**src/rtl/msix_pkg.sv**
```systemverilog
// Shared types for the MSI-X scheduler: config select codes, vector-table entry, FSM states.
package msix_pkg;

    localparam logic [1:0] CFG_ADDR_LO = 2'd0;
    localparam logic [1:0] CFG_ADDR_HI = 2'd1;
    localparam logic [1:0] CFG_DATA    = 2'd2;
    localparam logic [1:0] CFG_CTRL    = 2'd3;

    typedef struct packed {
        logic [63:0] addr;
        logic [31:0] data;
        logic        mask;
    } msix_entry_t;

    typedef enum logic {
        IDLE = 1'b0,
        SEND = 1'b1
    } state_t;

endpackage

```
**src/rtl/msix_rr_arb.sv**
```systemverilog
// Round-robin pick of the first eligible vector at or above ptr_i, wrapping.
// Purely combinational; zero latency, no backpressure.
module msix_rr_arb #(
    parameter int NUM_VEC = 8,
    parameter int IDX_W   = $clog2(NUM_VEC)
) (
    input  logic [NUM_VEC-1:0] elig_i,
    input  logic [IDX_W-1:0]   ptr_i,
    output logic               grant_valid_o,
    output logic [IDX_W-1:0]   grant_idx_o
);

    always_comb begin
        grant_valid_o = 1'b0;
        grant_idx_o   = '0;
        // Scan from farthest to nearest so the closest eligible vector is assigned last.
        for (int k = NUM_VEC - 1; k >= 0; k--) begin
            if (elig_i[(int'(ptr_i) + k) % NUM_VEC]) begin
                grant_valid_o = 1'b1;
                grant_idx_o   = IDX_W'((int'(ptr_i) + k) % NUM_VEC);
            end
        end
    end

endmodule

```
**src/rtl/msix_intr_sched.sv**
```systemverilog
// MSI-X message generator: pending bits, vector table, RR arbitration, one DW write per message.
// Request to wr_valid is 2 cycles; a granted message holds its snapshot until wr_ready.
module msix_intr_sched
    import msix_pkg::*;
#(
    parameter int NUM_VEC = 8,
    parameter int IDX_W   = $clog2(NUM_VEC)
) (
    input  logic               clk,
    input  logic               rst,
    input  logic [NUM_VEC-1:0] intr_req,
    input  logic               msix_en,
    input  logic               func_mask,
    input  logic               cfg_wr_en,
    input  logic [IDX_W-1:0]   cfg_idx,
    input  logic [1:0]         cfg_sel,
    input  logic [31:0]        cfg_wdata,
    output logic               wr_valid,
    input  logic               wr_ready,
    output logic [63:0]        wr_addr,
    output logic [31:0]        wr_data,
    output logic [IDX_W-1:0]   wr_vec,
    output logic [NUM_VEC-1:0] pba,
    output logic [15:0]        msg_cnt
);

    msix_entry_t        tbl_q [NUM_VEC];
    state_t             state_q, state_d;
    logic [NUM_VEC-1:0] pba_q, pba_d, clr, mask_vec, elig;
    logic [IDX_W-1:0]   ptr_q, ptr_d, vec_q, vec_d, gnt_idx;
    logic               gnt_vld;
    logic               vld_q, vld_d;
    logic [63:0]        addr_q, addr_d;
    logic [31:0]        data_q, data_d;
    logic [15:0]        cnt_q, cnt_d;

    always_comb begin
        mask_vec = '0;
        for (int i = 0; i < NUM_VEC; i++) begin
            mask_vec[i] = tbl_q[i].mask;
        end
        elig = pba_q & ~mask_vec & {NUM_VEC{msix_en & ~func_mask}};
    end

    msix_rr_arb #(.NUM_VEC(NUM_VEC), .IDX_W(IDX_W)) u_arb (
        .elig_i        (elig),
        .ptr_i         (ptr_q),
        .grant_valid_o (gnt_vld),
        .grant_idx_o   (gnt_idx)
    );

    always_comb begin
        state_d = state_q;
        vld_d   = vld_q;
        addr_d  = addr_q;
        data_d  = data_q;
        vec_d   = vec_q;
        cnt_d   = cnt_q;
        ptr_d   = ptr_q;
        clr     = '0;
        case (state_q)
            IDLE: begin
                if (gnt_vld) begin
                    addr_d  = tbl_q[gnt_idx].addr;
                    data_d  = tbl_q[gnt_idx].data;
                    vec_d   = gnt_idx;
                    vld_d   = 1'b1;
                    state_d = SEND;
                end
            end
            SEND: begin
                if (wr_ready) begin
                    vld_d      = 1'b0;
                    clr[vec_q] = 1'b1;
                    cnt_d      = cnt_q + 16'd1;
                    ptr_d      = (vec_q == IDX_W'(NUM_VEC - 1)) ? '0 : vec_q + 1'b1;
                    state_d    = IDLE;
                end
            end
            default: state_d = IDLE;
        endcase
        // A new request on the handshake edge must survive the clear.
        pba_d = (pba_q & ~clr) | intr_req;
    end

    always_ff @(posedge clk) begin
        if (rst) begin
            state_q <= IDLE;
            vld_q   <= 1'b0;
            addr_q  <= '0;
            data_q  <= '0;
            vec_q   <= '0;
            cnt_q   <= '0;
            ptr_q   <= '0;
            pba_q   <= '0;
        end else begin
            state_q <= state_d;
            vld_q   <= vld_d;
            addr_q  <= addr_d;
            data_q  <= data_d;
            vec_q   <= vec_d;
            cnt_q   <= cnt_d;
            ptr_q   <= ptr_d;
            pba_q   <= pba_d;
        end
    end

    always_ff @(posedge clk) begin
        if (rst) begin
            for (int i = 0; i < NUM_VEC; i++) begin
                tbl_q[i] <= '{addr: 64'd0, data: 32'd0, mask: 1'b1};
            end
        end else if (cfg_wr_en && (int'(cfg_idx) < NUM_VEC)) begin
            case (cfg_sel)
                CFG_ADDR_LO: tbl_q[cfg_idx].addr[31:0]  <= {cfg_wdata[31:2], 2'b00};
                CFG_ADDR_HI: tbl_q[cfg_idx].addr[63:32] <= cfg_wdata;
                CFG_DATA:    tbl_q[cfg_idx].data        <= cfg_wdata;
                default:     tbl_q[cfg_idx].mask        <= cfg_wdata[0];
            endcase
        end
    end

    assign wr_valid = vld_q;
    assign wr_addr  = addr_q;
    assign wr_data  = data_q;
    assign wr_vec   = vec_q;
    assign pba      = pba_q;
    assign msg_cnt  = cnt_q;

endmodule

```
**config.mk**
```make
export PLATFORM = sky130hd
export DESIGN_NAME = msix_intr_sched
export DESIGN_NICKNAME = d
export VERILOG_FILES = /design/src/rtl/msix_pkg.sv /design/src/rtl/msix_rr_arb.sv /design/src/rtl/msix_intr_sched.sv
export SDC_FILE = /design/constraint.sdc
export NUM_CORES = 2
export LEC_CHECK = 0
export CAP_MARGIN = 20
export CELL_PAD_IN_SITES_DETAIL_PLACEMENT = 0
export CELL_PAD_IN_SITES_GLOBAL_PLACEMENT = 1
export CORE_MARGIN = 3
export CORE_UTILIZATION = 35
export DETAILED_ROUTE_END_ITERATION = 12
export DONT_BUFFER_PORTS = 1
export GPL_TIMING_DRIVEN = 0
export PLACE_DENSITY_LB_ADDON = 0.3
export SLEW_MARGIN = 20
export SYNTH_ARGS = -nofsm -noshare
export SYNTH_HDL_FRONTEND = slang
export SYNTH_SLANG_ARGS = --single-unit
```
**constraint.sdc**
```tcl
create_clock -name clk -period 4.2 [get_ports clk]
set_input_delay 0.84 -clock clk [delete_from_list [all_inputs] [get_ports clk]]
set_output_delay 0.84 -clock clk [all_outputs]
set_load 0.1 [all_outputs]
```
# After elaboration in Yosys (flattened, before gate mapping)
# Memories as Yosys holds them, arrays and structs flattened. A register that Yosys moved wholly into a read port is not among the register bits.
# Index checks and enable logic that the tools add are counted.
# W data, S select, Z words.
dict set report word_totals {
  reg_bits 96
  ram_bits 760
  input_bits 51
  memories 1
}
# memory depth word_bits rd rd_ports_with_merged_regs write_ports line
set mem_list {}
lappend mem_list {tbl_q 8 95 9 1 8 msix_intr_sched.sv:27} ;# msix_entry_t tbl_q [NUM_VEC];
dict set report classes {
  addsub 9
  magnitude_cmp 10
  eq_ne 5
  muxes 71
  bitwise_logic 16
  n_reduce_logical 14
}
# operator count
set op_table {}
lappend op_table {{$mux W95} 1}
lappend op_table {{$reduce_or A95 Y1} 1}
lappend op_table {{$mux W1} 46}
lappend op_table {{$lt A4 B5 Y1 const B} 7}
lappend op_table {{$mux W3} 10}
lappend op_table {{$and A8 B8 Y8} 3}
lappend op_table {{$bmux W1 S3} 8}
lappend op_table {{$reduce_or A3 Y1} 8}
lappend op_table {{$add A16 B1 Y16 const B} 1}
lappend op_table {{$mux W8} 2}
lappend op_table {{$not A8 Y8} 2}
lappend op_table {{$add A3 B3 Y3 const B} 4}
lappend op_table {{$lt A3 B4 Y1 const B} 2}
lappend op_table {{$or A8 B8 Y8} 1}
lappend op_table {{$and A1 B1 Y1 const A} 7}
lappend op_table {{$add A3 B1 Y3 const B} 2}
lappend op_table {{$add A3 B2 Y3 const B} 2}
lappend op_table {{$reduce_and A2 Y1} 3}
lappend op_table {{$mux W4} 1}
lappend op_table {{$ne A2 B2 Y1 const B} 2}
lappend op_table {{$pmux W1 S2} 2}
lappend op_table {{$demux W1 S3} 1}
lappend op_table {{$eq A3 B3 Y1 const B} 1}
lappend op_table {{$ge A3 B1 Y1 const B} 1}
lappend op_table {{6 further kinds} 7}

# Depth between registers and ports, before layout
# An unclocked memory read counts as a cell.
dict set report depth {
  ltp_word 17
  depth_mapped 16
}

# Modules after synthesis
# A second synthesis with hierarchy kept.
dict set report hier_totals {
  cells_unflattened 3103
  hier_area_um2 38609.5
}
# mod instances cells_each area_each_um2
set by_module_without_submodules {}
lappend by_module_without_submodules {msix_intr_sched 1 3013 37827.5}
lappend by_module_without_submodules {msix_rr_arb 1 90 782.0}

# Least setup slack after synthesis
# No wires, ideal clock.
dict set report synth_path {
  kind {register -> register}
  from {reg pba_q[5], in the netlist pba[5]}
  to {reg data_q[23], in the netlist wr_data[23] (read register of tbl_q)}
  setup_time_ps 133
  arrival_time_ps 3467
  setup_slack_ps 599
  path_stages_with_launch 13
  path_cell_list {dfxtp_1 -> nand2b_1 -> mux4_2 -> mux2_2 -> o311ai_2 -> a2bb2oi_1 -> a211oi_2 -> buf_4 -> buf_8 -> buf_6 -> mux2_1 -> a31oi_1 -> a311oi_1}
}
dict set report synth_via {
  elab_chain_cells 14
  word_cells_on_any_way 42
  classes_between {39 x mux; 2 x bitwise; 1 x reduce/logical}
}
# item line
set synth_lines {}
lappend synth_lines {{from (decl)} msix_intr_sched.sv:29} ;# logic [NUM_VEC-1:0] pba_q, pba_d, clr, mask_vec, elig;
lappend synth_lines {{from (signal assigned)} msix_intr_sched.sv:104} ;# pba_q <= pba_d;
lappend synth_lines {{$and A8 B8 Y8 * (2 in series)} msix_intr_sched.sv:42} ;# elig = pba_q & ~mask_vec & {NUM_VEC{msix_en & ~func_mask}};
lappend synth_lines {{$bmux W1 S3} msix_rr_arb.sv:18} ;# if (elig_i[(int'(ptr_i) + k) % NUM_VEC]) begin
lappend synth_lines {{$mux W1 (implied by the code) (2 in series)} msix_rr_arb.sv:18}
lappend synth_lines {{$mux W1 (8 in series)} msix_rr_arb.sv:18}
lappend synth_lines {{$reduce_and A2 Y1 (no line)} -}
lappend synth_lines {{to (decl)} msix_intr_sched.sv:34} ;# logic [31:0] data_q, data_d;
# Every way passes the cells marked *; elsewhere a longest branch is shown, timed or not. The select of a mux whose other input is x is not followed.
# A chain may end at the register's enable or synchronous reset.

# Worst setup path in the final report
dict set report layout_path {
  from {reg ptr_q[0]}
  to {reg data_q[24], in the netlist wr_data[24] (read register of tbl_q)}
}
dict set report layout_via {
  elab_chain_cells 13
  word_cells_on_any_way 47
  classes_between {7 x add/sub; 39 x mux; 1 x reduce/logical}
}
# item line
set layout_lines {}
lappend layout_lines {{from (decl)} msix_intr_sched.sv:30} ;# logic [IDX_W-1:0] ptr_q, ptr_d, vec_q, vec_d, gnt_idx;
lappend layout_lines {{from (signal assigned)} msix_intr_sched.sv:103} ;# ptr_q <= ptr_d;
lappend layout_lines {{$add A3 B3 Y3} {msix_rr_arb.sv:18, msix_rr_arb.sv:20}}
lappend layout_lines {{$bmux W1 S3} msix_rr_arb.sv:18}
lappend layout_lines {{$mux W1 (implied by the code) (2 in series)} msix_rr_arb.sv:18}
lappend layout_lines {{$mux W1 (8 in series)} msix_rr_arb.sv:18}
lappend layout_lines {{$reduce_and A2 Y1 (no line)} -}
# Parallel ways exist; a longest one is shown, timed or not. The select of a mux whose other input is x is not followed.

==> impl_results.md <==
* Post-route setup slack at 0.0352 ns
* Syn Inst Count at 3096
* Vias/cell at 5.47
* Routed WL at 143000 µm
* Post-synth EDFFs at 760
* Setup Crit Path Kind: register to register
* Wire length of the first global-routing pass at 199000 µm
* Clock buffer depth at 3
* Vias in the first global route at 26.0k
* Fin cells at 4819
* Worst slack at placement at -1.20 ns
* Clk_skew at 0.0315 ns
* Most frequent cells in the layout: edfxtp_1 (760), and2_1 (754), clkbuf_1 (217)
* Initial core utilization at 0.354
* Die H at 346 µm
* Tcrit/Tclk final at 0.992
* Initial antenna violation count at 9
* Most common cell after layout, fill and taps aside: edfxtp_1
* Placed instance area at 0.0425 mm²
* H-Tree Level Count at 3
* Hold Buf Count CTS at 0
* Final net count at 3269
* Max-slew headroom at 0.142
* Clock-pin transition on the worst setup and hold timing paths at 0.06 ns
* Worst vdd ir at 335 µV
* Unrepaired setup endpoints after global routing: true
* Largest net degree at the start of global routing at 33
* HP Class: input port to register
* Async set-reset flop share out of synthesis at 0
* Final Critical Period at 4.16 ns
* Slowest stage delay, CP at 0.40 ns
* Final Setup Violations at 0
* Post-DR wirelength/cell at 29.7 µm
* TritonCTS buffer count at 100
* Syn_area_per_cell at 13.1 µm²
* 1st-pass router iterations at 6
* Hold_ws at 0.279 ns
* Post-DRT Antenna Nets at 0
* Least-Margin Pin Slew at 1.29 ns
* Outcome: complete, no violations
* All-Layer GR Usage at 0.233
* GPL Wtd Cong at 0.857
* Largest cells by area after synthesis: edfxtp_1 (56%), and2_1 (12%), dfxtp_1 (6.2%)
* Pins Over Slew Limit at 0
* Core Box Area at 0.115 mm²
* Max Clk Rate at 240 MHz
* Yosys top cell area share at 0.563
* Port Buffer Count at 0
* Post-synth top flop: edfxtp_1
* DPL Wire Length at 97100 µm
* Seq/Total Area, Yosys at 0.625
* WP data required at 4.73 ns
* Fin area at 0.0464 mm²
* CP startpoint kind: register
* Lkg Pwr at 16.8 nW
* Yosys warns at 0
* Placed Cells at 4613
* Vias post-DR at 26.4k
* TNS Setup at 0 ns
* Yosys top cell by area: edfxtp_1
* Synthesized area at 0.0405 mm²
* Filler cells at 10.7k
* Final Power at 23.1 mW
* CTS tree: yes
* Synth cell types at 66
* CP max-delay cell: mux4_2
* Sink Count at 886
* Final hold vios at 0
* Critical-path cell list: buf_6 > inv_4 > ha_1 > buf_6 > clkinvlp_4 > mux4_2 > mux2_2 > o311ai_2 > a2bb2oi_2 > a211oi_4 > buf_12 > buf_4 > buf_12 > buf_8 > mux2_1 > a31oi_2 > a311oi_1
* Clock tree root buffer cell: clkbuf_16
* Worst-path maximum fanout at 10
* Crit path capture type: register
* Power Dens Cells at 499 mW/mm²
* Area delta synth->final at 14.4%
* Fin util at 0.405
* Initial DRC Count at 2557
* Grt total ovfl at 0
* Clock insertion delay at the later pin of the skew report at 0.69 ns
* Layout cells sized above 1 at 0.125
* Synth Register Bits at 886
* Crit path DAT at 4.70 ns
* # IOs at 175
* FP Rows at 124
* Max cap viols at 0
* Die X at 346 µm
* DRC at 0
* Die ar. at 0.120 mm²
==> logic make-up (layout without fill, tap and decap cells) <==
family | count (synthesis) | in the layout | share of synthesized area
other cells | 1 | 8 | 0.0000925
compound gates | 356 | 356 | 0.0681
flops | 886 | 886 | 0.625
xor+xnor | 18 | 18 | 0.00389
buf+inv | 297 | 501 | 0.0355
mux | 387 | 387 | 0.103
fa+ha+maj | 5 | 5 | 0.00154
simple gates | 1146 | 1146 | 0.163
==> repair_timing <==
action	CTS	global route
gates cloned	0	2
buffers inserted	8	3
setup endpoints to repair	95	94
endpoints found under the hold margin	0	0
gates resized for setup	93	83
pin swaps	5	3
==> metal layers <==
| layer | GRT usage | wire (µm) |
|---|---|---|
| met1 | 0.308 | 61000 |
| met2 | 0.378 | 66400 |
| met3 | 0.0492 | 10700 |
| met4 | 0.0816 | 4850 |
| met5 | 0 | 21 |
==> report_power, final <==
group          internal, mW  switching [mW]  total, mW  leakage, nW
sequential             10.1            1.20       11.3         8.27
combinational          1.06            2.02       3.08         6.96
clock                  5.09            3.68       8.77         1.58
total                  16.2            6.90       23.1         16.8
==> synthesized netlist by cell type, types with 21 or more instances <==
cell type	n
mux2i_1	193
buf_6	34
mux2_2	58
a311oi_1	95
clkbuf_1	229
nand2_1	28
nor2_1	166
mux2_1	131
a31oi_1	99
a21oi_1	21
or2_2	24
edfxtp_1	760
and2_1	754
dfxtp_1	126
o22a_1	94
nand3_1	109
==> final cells by class <==
type,instances,area [µm²],share of cell area
plain buffers,288,1630,0.0350
clock inverters,37,369,0.00796
well taps,1512,1890,0.0408
clock buffers,153,2880,0.0620
flip-flops and latches,886,25400,0.547
repair buffers,17,199,0.00429
diodes,6,15.0,0.000324
inverters,6,28.8,0.000620
multi-input cells,1914,14000,0.302
==> final timing paths <==
check / start / end / slack, ns / cells after the start
worst max-delay path: ptr_q[0]$_SDFFE_PP0P_ / wr_data[24]$_SDFFE_PP0P_ / 0.04 / 17
worst max register to register: ptr_q[0]$_SDFFE_PP0P_ / wr_data[24]$_SDFFE_PP0P_ / 0.04 / 17
worst min register to register: state_q$_SDFF_PP0_ / state_q$_SDFF_PP0_ / 0.57 / 2
worst min-delay path: intr_req[3] / pba[3]$_SDFF_PP0_ / 0.28 / 2
==> critical path, delay by kind of cell (launching register included) <==
family | cells | cell delay (ns)
fa+ha+maj | 1 | 0.33
mux | 3 | 1.07
flops | 1 | 0.35
buf+inv | 8 | 1.25
compound gates | 5 | 1.00
==> sequential cells by signal, indices dropped and copies added (netlist names) <==
name,cells
ptr_q,3
msg_cnt,16
pba,8
wr_valid,1
wr_vec,3
wr_data,32
wr_addr,62
state_q,1
tbl_q,760
Note: power is estimated with default switching activity, not from simulation.
